[config.mk]
export PLATFORM = sky130hd
export DESIGN_NAME = riscv_dmem_arbiter
export DESIGN_NICKNAME = d
export VERILOG_FILES = /design/src/rtl/riscv_dmem_arbiter.sv
export SDC_FILE = /design/constraint.sdc
export NUM_CORES = 1
export LEC_CHECK = 0
export CAP_MARGIN = 30
export CELL_PAD_IN_SITES_DETAIL_PLACEMENT = 0
export CELL_PAD_IN_SITES_GLOBAL_PLACEMENT = 1
export CORE_UTILIZATION = 28
export DETAILED_ROUTE_END_ITERATION = 6
export GPL_ROUTABILITY_DRIVEN = 0
export MAX_ROUTING_LAYER = met4
export PLACE_DENSITY_LB_ADDON = 0.1
export SYNTH_ARGS = -nofsm -noshare
export SYNTH_HDL_FRONTEND = slang
export SYNTH_SLANG_ARGS = --single-unit
[constraint.sdc]
create_clock -name clk -period 5.25 [get_ports clk]
set_clock_uncertainty 0.15 [all_clocks]
set_input_delay 0.525 -clock clk [delete_from_list [all_inputs] [get_ports clk]]
set_output_delay 0.525 -clock clk [all_outputs]
set_load 0.02 [all_outputs]
[src/rtl/riscv_dmem_arbiter.sv]
// riscv_dmem_arbiter
// Shares the single-port data RAM (1-cycle synchronous read, byte-lane write
// enables) between the CPU load/store port and a word-wide DMA/debug port.
// CPU has priority, but after STARVE_LIMIT consecutive CPU grants while the
// DMA is waiting, one DMA grant is forced.
//
// Ports:
//   clk, rst (sync, active-low)
//   cpu_*  : request/size/address/store data in; gnt, rvalid, rdata, err out
//   dma_*  : word request in; gnt, rvalid, rdata out
//   ram_*  : wea (byte lanes), addr (word), din to the RAM; dout from the RAM
//
// Optional build macro RISCV_DMEM_ARB_LOAD_EXT_EN: CPU loads return the
// addressed byte/half, sign- or zero-extended. Without it, cpu_rdata is the
// raw RAM word and cpu_unsigned is ignored.
module riscv_dmem_arbiter #(
  parameter int unsigned STARVE_LIMIT = 4,
  parameter int unsigned ADDR_W       = 14
) (
  input  logic              clk,
  input  logic              rst,
  input  logic              cpu_req,
  input  logic              cpu_we,
  input  logic [1:0]        cpu_size,
  input  logic              cpu_unsigned,
  input  logic [31:0]       cpu_addr,
  input  logic [31:0]       cpu_wdata,
  output logic              cpu_gnt,
  output logic              cpu_rvalid,
  output logic [31:0]       cpu_rdata,
  output logic              cpu_err,
  input  logic              dma_req,
  input  logic              dma_we,
  input  logic [ADDR_W-1:0] dma_addr,
  input  logic [31:0]       dma_wdata,
  output logic              dma_gnt,
  output logic              dma_rvalid,
  output logic [31:0]       dma_rdata,
  output logic [3:0]        ram_wea,
  output logic [ADDR_W-1:0] ram_addr,
  output logic [31:0]       ram_din,
  input  logic [31:0]       ram_dout
);

  localparam logic [3:0] LIMIT = 4'(STARVE_LIMIT);

  typedef enum logic [1:0] {OWN_NONE, OWN_CPU, OWN_DMA} owner_t;

  owner_t            owner_q;
  logic              err_q;
  logic [3:0]        streak_q;
  logic [ADDR_W-1:0] addr_q;
  logic [31:0]       cpu_rdata_q;
  logic [31:0]       dma_rdata_q;

  logic        cpu_bad;
  logic        starve;
  logic        cpu_ram_gnt;   // CPU granted and actually using the RAM
  logic        cpu_err_gnt;   // CPU granted with an error, RAM left free
  logic        dma_ram_gnt;
  logic [3:0]  cpu_strb;
  logic [31:0] cpu_store;
  logic [31:0] cpu_load;

  logic unused_bits;
  assign unused_bits = ^{cpu_addr[31:ADDR_W+2], cpu_unsigned};

  always_comb begin
    cpu_bad = (cpu_size == 2'b11)
            | ((cpu_size == 2'b01) & cpu_addr[0])
            | ((cpu_size == 2'b10) & (|cpu_addr[1:0]));
    starve      = dma_req & (streak_q == LIMIT);
    cpu_err_gnt = rst & cpu_req & cpu_bad;
    cpu_ram_gnt = rst & cpu_req & ~cpu_bad & ~starve;
    dma_ram_gnt = rst & dma_req & ~cpu_ram_gnt;
    cpu_gnt     = cpu_err_gnt | cpu_ram_gnt;
    dma_gnt     = dma_ram_gnt;
  end

  always_comb begin
    cpu_strb  = 4'b1111;
    cpu_store = cpu_wdata;
    case (cpu_size)
      2'b00: begin
        cpu_strb  = 4'b0001 << cpu_addr[1:0];
        cpu_store = {4{cpu_wdata[7:0]}};
      end
      2'b01: begin
        cpu_strb  = cpu_addr[1] ? 4'b1100 : 4'b0011;
        cpu_store = {2{cpu_wdata[15:0]}};
      end
      default: ;
    endcase
  end

  always_comb begin
    ram_wea  = '0;
    ram_addr = addr_q;
    ram_din  = cpu_store;
    if (cpu_ram_gnt) begin
      ram_addr = cpu_addr[ADDR_W+1:2];
      if (cpu_we) ram_wea = cpu_strb;
    end else if (dma_ram_gnt) begin
      ram_addr = dma_addr;
      ram_din  = dma_wdata;
      if (dma_we) ram_wea = '1;
    end
  end

`ifdef RISCV_DMEM_ARB_LOAD_EXT_EN
  logic [1:0] lat_size;
  logic       lat_uns;
  logic [1:0] lat_lo;
  logic [7:0] ld_byte;
  logic [15:0] ld_half;

  always_comb begin
    ld_byte = ram_dout[7:0];
    case (lat_lo)
      2'b01:   ld_byte = ram_dout[15:8];
      2'b10:   ld_byte = ram_dout[23:16];
      2'b11:   ld_byte = ram_dout[31:24];
      default: ;
    endcase
    ld_half = lat_lo[1] ? ram_dout[31:16] : ram_dout[15:0];
    case (lat_size)
      2'b00:   cpu_load = {{24{~lat_uns & ld_byte[7]}}, ld_byte};
      2'b01:   cpu_load = {{16{~lat_uns & ld_half[15]}}, ld_half};
      default: cpu_load = ram_dout;
    endcase
  end

  always_ff @(posedge clk) begin
    if (!rst) begin
      lat_size <= '0;
      lat_uns  <= 1'b0;
      lat_lo   <= '0;
    end else if (cpu_ram_gnt) begin
      lat_size <= cpu_size;
      lat_uns  <= cpu_unsigned;
      lat_lo   <= cpu_addr[1:0];
    end
  end
`else
  always_comb cpu_load = ram_dout;
`endif

  // Response outputs are gated by rst so an in-flight read is dropped as soon
  // as reset is asserted, not one cycle later.
  always_comb begin
    cpu_rvalid = rst & ((owner_q == OWN_CPU) | err_q);
    cpu_err    = rst & err_q;
    dma_rvalid = rst & (owner_q == OWN_DMA);
    cpu_rdata  = (rst & (owner_q == OWN_CPU)) ? cpu_load : cpu_rdata_q;
    dma_rdata  = dma_rvalid ? ram_dout : dma_rdata_q;
  end

  always_ff @(posedge clk) begin
    if (!rst) begin
      owner_q     <= OWN_NONE;
      err_q       <= 1'b0;
      streak_q    <= '0;
      addr_q      <= '0;
      cpu_rdata_q <= '0;
      dma_rdata_q <= '0;
    end else begin
      if (!dma_req || dma_ram_gnt)
        streak_q <= '0;
      else if (cpu_ram_gnt && streak_q != LIMIT)
        streak_q <= streak_q + 4'd1;

      if (cpu_ram_gnt && !cpu_we)      owner_q <= OWN_CPU;
      else if (dma_ram_gnt && !dma_we) owner_q <= OWN_DMA;
      else                             owner_q <= OWN_NONE;

      err_q <= cpu_err_gnt;

      if (cpu_ram_gnt || dma_ram_gnt) addr_q <= ram_addr;
      if (owner_q == OWN_CPU) cpu_rdata_q <= cpu_rdata;
      if (owner_q == OWN_DMA) dma_rdata_q <= dma_rdata;
    end
  end

endmodule

After elaboration in Yosys (flattened, before gate mapping)
Index checks and enable logic that the tools add are counted.

storage, ports and cells
  register bits after elaboration = 85
  logic and storage cells = 64
  input port bits = 151

cells by class
  reductions and logical operators = 12
  add/subtract/negate cells = 1
  muxes and demuxes = 15
  bitwise logic cells = 21
  shifts and indexed selects = 1
  equality and inequality tests = 7

operators by type and width
  kind                                                 count
  2-to-1 mux 32 bit                                    4
  case mux 32 bit (2 select lines)                     1
  2-to-1 mux 14 bit                                    2
  2-to-1 mux 4 bit                                     5
  AND 1 bit                                            13
  case mux 4 bit (2 select lines)                      1
  equality test 2 bit, second input constant           3
  OR reduction 2 bit                                   3
  adder 4 x 1 -> 4 bit, second input constant          1
  equality test 2 x 1 -> 1 bit, second input constant  2
  equality test 4 x 3 -> 1 bit, second input constant  1
  != test 4 x 3 -> 1 bit, second input constant        1
  NOT 1 bit                                            4
  bitwise OR 1 bit                                     4
  << shifter 1 x 2 -> 4 bit, first input constant      1
  logical AND 1 bit                                    3
  logical NOT 1 bit                                    3
  logical NOT 2 bit                                    1
  logical OR 1 bit                                     2
  2-to-1 mux 2 bit                                     1
  2-to-1 mux 1 bit                                     1

Logic depth before layout (Yosys ltp)
Gate-level depths: netlist of run 1.

  depth after elaboration = 12
  depth in mapped cells = 8
  mapped depth without buffers = 6

Least setup slack after synthesis of run 1
No wires, ideal clock.

  path type = input-to-output
  from = input port dma_req
  to = output port ram_din[22]
  arrival time = 2059 ps
  setup slack = 2516 ps
  path buffers = 3
  stages = 7
  cell sequence = buf_2 > nand4b_1 > o2111ai_2 > and2_1 > buf_2 > buf_2 > o21ai_0

on the way
  longest elaborated chain between the ends = 7
  elaborated cells on any way between the ends = 8

ends and longest elaborated chain
  item                   RTL line  RTL
  start: declaration     32        input logic dma_req,
  AND 1 bit              72        starve = dma_req & (streak_q == LIMIT);
  NOT 1 bit              74        cpu_ram_gnt = rst & cpu_req & ~cpu_bad & ~starve;
  AND 1 bit              74
  NOT 1 bit              75        dma_ram_gnt = rst & dma_req & ~cpu_ram_gnt;
  AND 1 bit (*)          75
  via dma_gnt            36        output logic dma_gnt,
  2-to-1 mux 32 bit (*)  103       end else if (dma_ram_gnt) begin
  2-to-1 mux 32 bit (*)  100       if (cpu_ram_gnt) begin
  end: declaration       41        output logic [31:0] ram_din,

The timed path passes the listed nets; every way through them passes the cells marked *.

Final worst setup path of run 1
  from = input port dma_req
  to = output port ram_din[6]

on the way
  longest elaborated chain between the ends = 7
  elaborated cells on any way between the ends = 8

ends and longest elaborated chain
  item                   RTL line
  AND 1 bit              72
  NOT 1 bit              74
  AND 1 bit              74
  NOT 1 bit              75
  AND 1 bit              75
  2-to-1 mux 32 bit      103
  2-to-1 mux 32 bit (*)  100

Mark *: on every way between the ends. The rest lies on a longest branch, timed or not.

==> reports/metrics.cfg, run 1 <==
[status]
status = finished clean

[placed_design]
dp.cells = 920
hpwl_mm = 10.5
portBuffers = 252

[critical_path]
cp-end-kind = primary output
rr_worst_depth = 7
critPathRequiredTime_ns = 4.58
path_max_fanout = 19
crit_end = ram_din[6]
startpoint = dma_req
start_kind = primary input
critPathKind = primary input to primary output
regToRegStartpoint = streak_q[0]$_SDFFE_PP0P_
crit_arrival_ns = 3.40
r2r_setup_slack_ns = 3.01
r2r-end = addr_q[7]$_SDFFE_PN0P_

[synth]
synth.net_count = 638
synth.distinct_cells = 29
synthCells = 485
ys_seq_area_share_pct = 38.4
syn_area_per_cell_um2 = 9.14
yosysWarnings = 0
synth_seq_cells = 85
syn_area_um2 = 4430

[power]
p_clk_share_pct = 35.4
netSwitchingFraction_pct = 27.7
p_seq_share_pct = 39.0
p_sw_mw = 0.475
p_leak_nw = 2.98
powerDensity_nw_per_um2 = 231
ir_drop_mv = 0.134
power_mw = 1.72
comb_power_share_pct = 25.6
internal_power_mw = 1.24

[floorplan]
fp-row-count = 45
core_region_area_um2 = 15300
die_area_um2 = 16300
fp.dieW_um = 128
start_util_pct = 28.9
die-height_um = 128
io_pins = 270

[clocking]
cts.hold.buffers_added = 0
htree_levels = 3
insertion_delay_ns = 0.33
clockBufferDepth = 2
numCtsBuffers = 9
post_cts_buffers = 0
cts_tree = built
cts-root-buf = clkbuf_16
clock-sinks = 85
clk_pin_slew_ns = 0.06
ctsResizeCount = 0

[sta]
fin_crit_ns = 4.07
max_freq_ghz = 0.245
fin_crit_sh_pct = 77.6
setup-tns-final_ns = 0
slew_viol_final = 0
setup_viol = 0
max_slew_margin_pct = 41.0
rsz0062_at_grt = false
worst_pin_slew_ns = 0.881
hold_viol_final = 0

[route]
routedWlPerCell_um = 15.4
wl_mm = 14.4
drt-initial-drc-count = 139
dr_total_vias = 4362
avgViaCountPerCell = 4.66
drc_errors = 0
postRouteAntennaNets = 0
dr.pass1.iters = 4

[cells_and_area]
syn_to_final_growth_pct = 67.6
layout.nets = 873
stdcell_count = 937
drive_above_1_share_pct = 14.3

[global_route]
globalRouteOverflowTotal = 0
antenna_found_initial = 1
grt_pass1_vias = 4312
use_met3_pct = 5.68
grt_pass1_wl_mm = 21.9
grt_usage_pct = 17.8
grt_max_degree = 72
use_met1_pct = 19.2
grt.busiest_layer = met2
grt.met2_usage_pct = 31.6

[min_path]
min_path_type = primary input to flip-flop
min_path_cells = 2
hold_path_startpoint = rst

[flow_run]
maxCapViolCount = 0

worst max-delay path, stage by stage:
cell	delay [ns]
clkdlybuf4s50_1	0.46
buf_4	0.29
nand4b_1	0.24
o2111ai_4	0.16
and2_1	0.50
buf_4	0.35
mux2_4	0.32
clkdlybuf4s50_1	0.54
metrics by stage:
step,utilization (%),hold WS (ns),area (um2),setup slack [ns]
2_1_floorplan,-,0.344,4430,2.52
5_1_grt,48.5,0.331,7430,0.989
3_3_place_gp,46.6,0.373,7140,1.17
4_1_cts,48.5,0.303,7420,1.14
6_report,48.5,0.314,7430,1.18
3_5_place_dp,46.6,0.374,7140,1.15
area by class of cell:
type                    count  area (um2)
flip-flops and latches     85        1700
repair buffers            261        2580
fillers                  1521        7890
clock inverters             5        43.8
well taps                 211         264
diodes                      1        2.50
inverters                   8        30.0
clock buffers              11         243
multi-input cells         355        2560
worst min path at each step:
| stage | endpoint | slack [ns] |
|---|---|---|
| floorplan | streak_q[3]$_SDFFE_PP0P_ | 0.34 |
| global placement | streak_q[3]$_SDFFE_PP0P_ | 0.37 |
| detailed placement | streak_q[3]$_SDFFE_PP0P_ | 0.37 |
| CTS | cpu_rdata_q[18]$_SDFFE_PN0N_ | 0.30 |
| global route | cpu_rdata_q[18]$_SDFFE_PN0N_ | 0.33 |
| finish | cpu_rdata_q[18]$_SDFFE_PN0N_ | 0.31 |
registers in the layout, summed over array words and instances, names as in the netlist:
| name | count |
|---|---|
| addr_q | 14 |
| cpu_rdata_q | 32 |
| dma_rdata_q | 32 |
| err_q | 1 |
| owner_q | 2 |
| streak_q | 4 |
power groups by stage:
stage | combinational [mW] | sequential, mW | clock [mW]
2_1_floorplan | 0.199 | 0.681 | 0
3_3_place_gp | 0.439 | 0.682 | 0
3_5_place_dp | 0.442 | 0.683 | 0
4_1_cts | 0.445 | 0.668 | 0.633
5_1_grt | 0.470 | 0.670 | 0.660
6_report | 0.440 | 0.669 | 0.607
metal layers:
| layer | routed length (um) | share of wire (%) |
|---|---|---|
| met1 | 5930 | 41 |
| met2 | 7270 | 51 |
| met3 | 978 | 6.8 |
| met4 | 204 | 1.4 |
| met5 | 0 | 0 |
cell usage after synthesis (all sizes together):
master | instances | share of area [%]
buf | 14 | 1.7
a31oi | 14 | 2.0
nand2 | 34 | 2.9
ha | 2 | 0.56
or2 | 2 | 0.28
nor3 | 4 | 0.56
nor2b | 1 | 0.14
a211oi | 14 | 2.4
o21ba | 1 | 0.23
clkbuf | 23 | 1.9
xnor2 | 1 | 0.20
a21oi | 12 | 1.4
and2 | 65 | 9.2
mux2i | 38 | 8.6
nand3b | 2 | 0.34
o21ai | 29 | 3.3
nand2b | 1 | 0.14
o2111ai | 1 | 0.34
inv | 8 | 0.68
nor2 | 34 | 2.9
nand3 | 26 | 2.9
a31o | 1 | 0.20
nand4b | 1 | 0.20
mux2 | 72 | 19
dfxtp | 85 | 38
cells in the final DEF (no fill, tap or decap), drive strengths merged:
cell type	instances
clkdlybuf4s50	251
dfxtp	85
mux2	72
and2	65
mux2i	38
nand2	34
nor2	34
o21ai	29
nand3	26
a31oi	14
a211oi	14
a21oi	12
clkbuf	11
buf	10
inv	9
clkinv	4
nor3	4
nand3b	2
or2	2
ha	2
diode	1
nand4b	1
o2111ai	1
nand2b	1
a31o	1
o21ba	1
xnor2	1
nor2b	1
cells by family (layout without fill, tap and decap cells):
kind of cell | count (synthesis) | after routing | share of synthesized area, %
buffers and inverters | 45 | 285 | 4.32
xor gates and xnor gates | 1 | 1 | 0.198
AOI/OAI and AO/OA | 72 | 72 | 9.74
DFF | 85 | 85 | 38.4
adders and majority gates | 2 | 2 | 0.565
and+or+nand+nor | 170 | 170 | 19.5
other | 0 | 1 | 0
muxes | 110 | 110 | 27.2
Note: power is estimated with default switching activity, not from simulation.
==> run 2: changes to the inputs <==
CORE_UTILIZATION = 26   (was 28)
clock period = 3.8 ns   (was 5.25 ns; I/O delays follow)
==> run 2 against run 1 <==
  * Die area is 7.6% higher
  * Register-to-register slack worse by 1.2 ns
  * Final area is 1.4% higher
  * Core utilization is 3.1 points lower
  * Critical path type unchanged
  * Highest routed layer unchanged
==> reports/metrics.cfg, run 2 (same netlist as run 1, synthesis figures left out) <==
[status]
status = finished clean

[sta]
max_slew_margin_pct = 36.8  ; -4.3 points
fin_crit_sh_pct = 90.4
hold_viol_final = 0  ; unchanged
max_freq_ghz = 0.291
fin_crit_ns = 3.43
worst_pin_slew_ns = 0.945  ; +0.0635 ns
slew_viol_final = 0  ; unchanged
setup_viol = 0  ; unchanged
rsz0062_at_grt = false
setup-tns-final_ns = 0  ; unchanged

[power]
p_leak_nw = 3.02  ; +1.4%
powerDensity_nw_per_um2 = 331  ; +43%
ir_drop_mv = 0.206  ; +54%
power_mw = 2.50  ; +45%

[critical_path]
path_cells = clkdlybuf4s50_1, buf_4, nor2_1, mux2i_1, o21ai_0, clkdlybuf4s50_1
critPathKind = primary input to primary output
cp-end-kind = primary output
critPathRequiredTime_ns = 3.27  ; -1.31 ns
start_kind = primary input
crit_arrival_ns = 2.90  ; -0.50 ns
critPathMaxStageDelay_ns = 0.73  ; +0.19 ns
startpoint = cpu_size[0]
worst-path-buf-inv = 3  ; -1
path_max_fanout = 9  ; -10
critPathTopFamily = buffers and inverters
regToRegStartpoint = streak_q[0]$_SDFFE_PP0P_
crit_top_cell = clkdlybuf4s50_1
critical_path.slowest_cell = nor2_1

[floorplan]
die-height_um = 133  ; +3.7%
fp-row-count = 47  ; +4.4%
io_pins = 270  ; unchanged
start_util_pct = 26.7  ; -2.2 points
core_region_area_um2 = 16600  ; +8.3%
fp.dieW_um = 133  ; +3.7%
die_area_um2 = 17600  ; +7.6%

[route]
drc_errors = 0  ; unchanged
drt-met1-wl_mm = 6.15  ; +3.7%
met2WireLength_mm = 7.30  ; +0.43%
avgViaCountPerCell = 4.59  ; -1.3%
routedWlPerCell_um = 15.7  ; +2.2%
dr.pass1.iters = 4  ; unchanged
drt-initial-drc-count = 125  ; -10%
met3_length_mm = 1.22  ; +25%
dr_total_vias = 4369  ; +0.16%
wl_mm = 14.9  ; +3.7%
postRouteAntennaNets = 0  ; unchanged
routed.top_layer = met4

[cells_and_area]
final_common_cell = clkdlybuf4s50_1
final_cell_mix = clkdlybuf4s50_1, dfxtp_1, mux2_2
post-route-util_pct = 45.4  ; -3.1 points
drive_above_1_share_pct = 15.0  ; +0.70 points
syn_to_final_growth_pct = 70.0
reg_top3 = cpu_rdata_q (32), dma_rdata_q (32), addr_q (14)
layout.nets = 879  ; +0.69%
n_antenna_cell = 0  ; -1

[placed_design]
portBuffers = 252  ; unchanged
hpwl_mm = 11.2  ; +6.3%

[clocking]
clk_pin_slew_ns = 0.07  ; about the same
numCtsBuffers = 9  ; unchanged
cts.hold.buffers_added = 0  ; unchanged
post_cts_buffers = 0  ; unchanged
htree_levels = 3  ; unchanged
clock-sinks = 85  ; unchanged
cts-root-buf = clkbuf_16
cts_tree = built
clockBufferDepth = 2  ; unchanged
insertion_delay_ns = 0.33  ; about the same
ctsResizeCount = 0  ; unchanged

[global_route]
globalRouteOverflowTotal = 0  ; unchanged
grt_max_degree = 49  ; -32%
grt_usage_pct = 17.6  ; -0.24 points
grt_pass1_wl_mm = 23.7  ; +8.0%
grt_pass1_vias = 4547  ; +5.4%
antenna_found_initial = 0  ; -1

[min_path]
min_path_type = flip-flop to flip-flop
hold_path_startpoint = streak_q[2]$_SDFFE_PP0P_

[flow_run]
maxCapViolCount = 0  ; unchanged

-- run 2: changes by cell type in the layout (fill, tap and decap cells not counted) --
cell        delta
buf_12         +1
buf_4          +5
bufinv_16      +2
clkbuf_8       -1
clkinv_4       -4
clkinvlp_4     +2
diode_2        -1
inv_8          +1
-- run 2: worst min-delay path: cells and delay by family, from the launching register on --
family           cells  cell delay, ns
AND/OR/NAND/NOR      2            0.15
flip-flops           1            0.35
-- run 2: power by group --
group	switching (mW)	internal, mW	leakage [nW]
clock	0.372	0.583	0.151
combinational	0.281	0.337	2.18
sequential	0.00870	0.915	0.690
-- run 2: final timing paths --
| path | slack [ns] | to | cells past startpoint |
|---|---|---|---|
| max reg2reg | 1.79 | streak_q[2]$_SDFFE_PP0P_ | 7 |
| max | 0.37 | ram_din[10] | 6 |
| min reg2reg | 0.39 | streak_q[2]$_SDFFE_PP0P_ | 2 |
| min | 0.39 | streak_q[2]$_SDFFE_PP0P_ | 2 |
-- run 2: final cells by class --
class	count	area, um2
fillers	1616	9050
repair buffers	267	2640
multi-input cells	355	2560
flip-flops and latches	85	1700
well taps	220	275
clock buffers	10	229
clock inverters	6	95.1
inverters	8	30.0
-- run 2: metrics by stage --
stage	setup slack [ns]	cells	hold WS [ns]	cell area (um2)
finish	0.367	951	0.394	7530
global route	0.189	951	0.420	7530
CTS	0.351	951	0.395	7530
detailed placement	0.364	935	0.387	7210
global placement	0.390	935	0.375	7210
floorplan	1.31	485	0.302	4430
-- run 2: layer usage --
layer | vias up | track usage, %
li1 | 2168 | -
met1 | 2028 | 19.4
met5 | - | -
met2 | 161 | 29.9
met3 | 12 | 6.05
met4 | 0 | 5.11
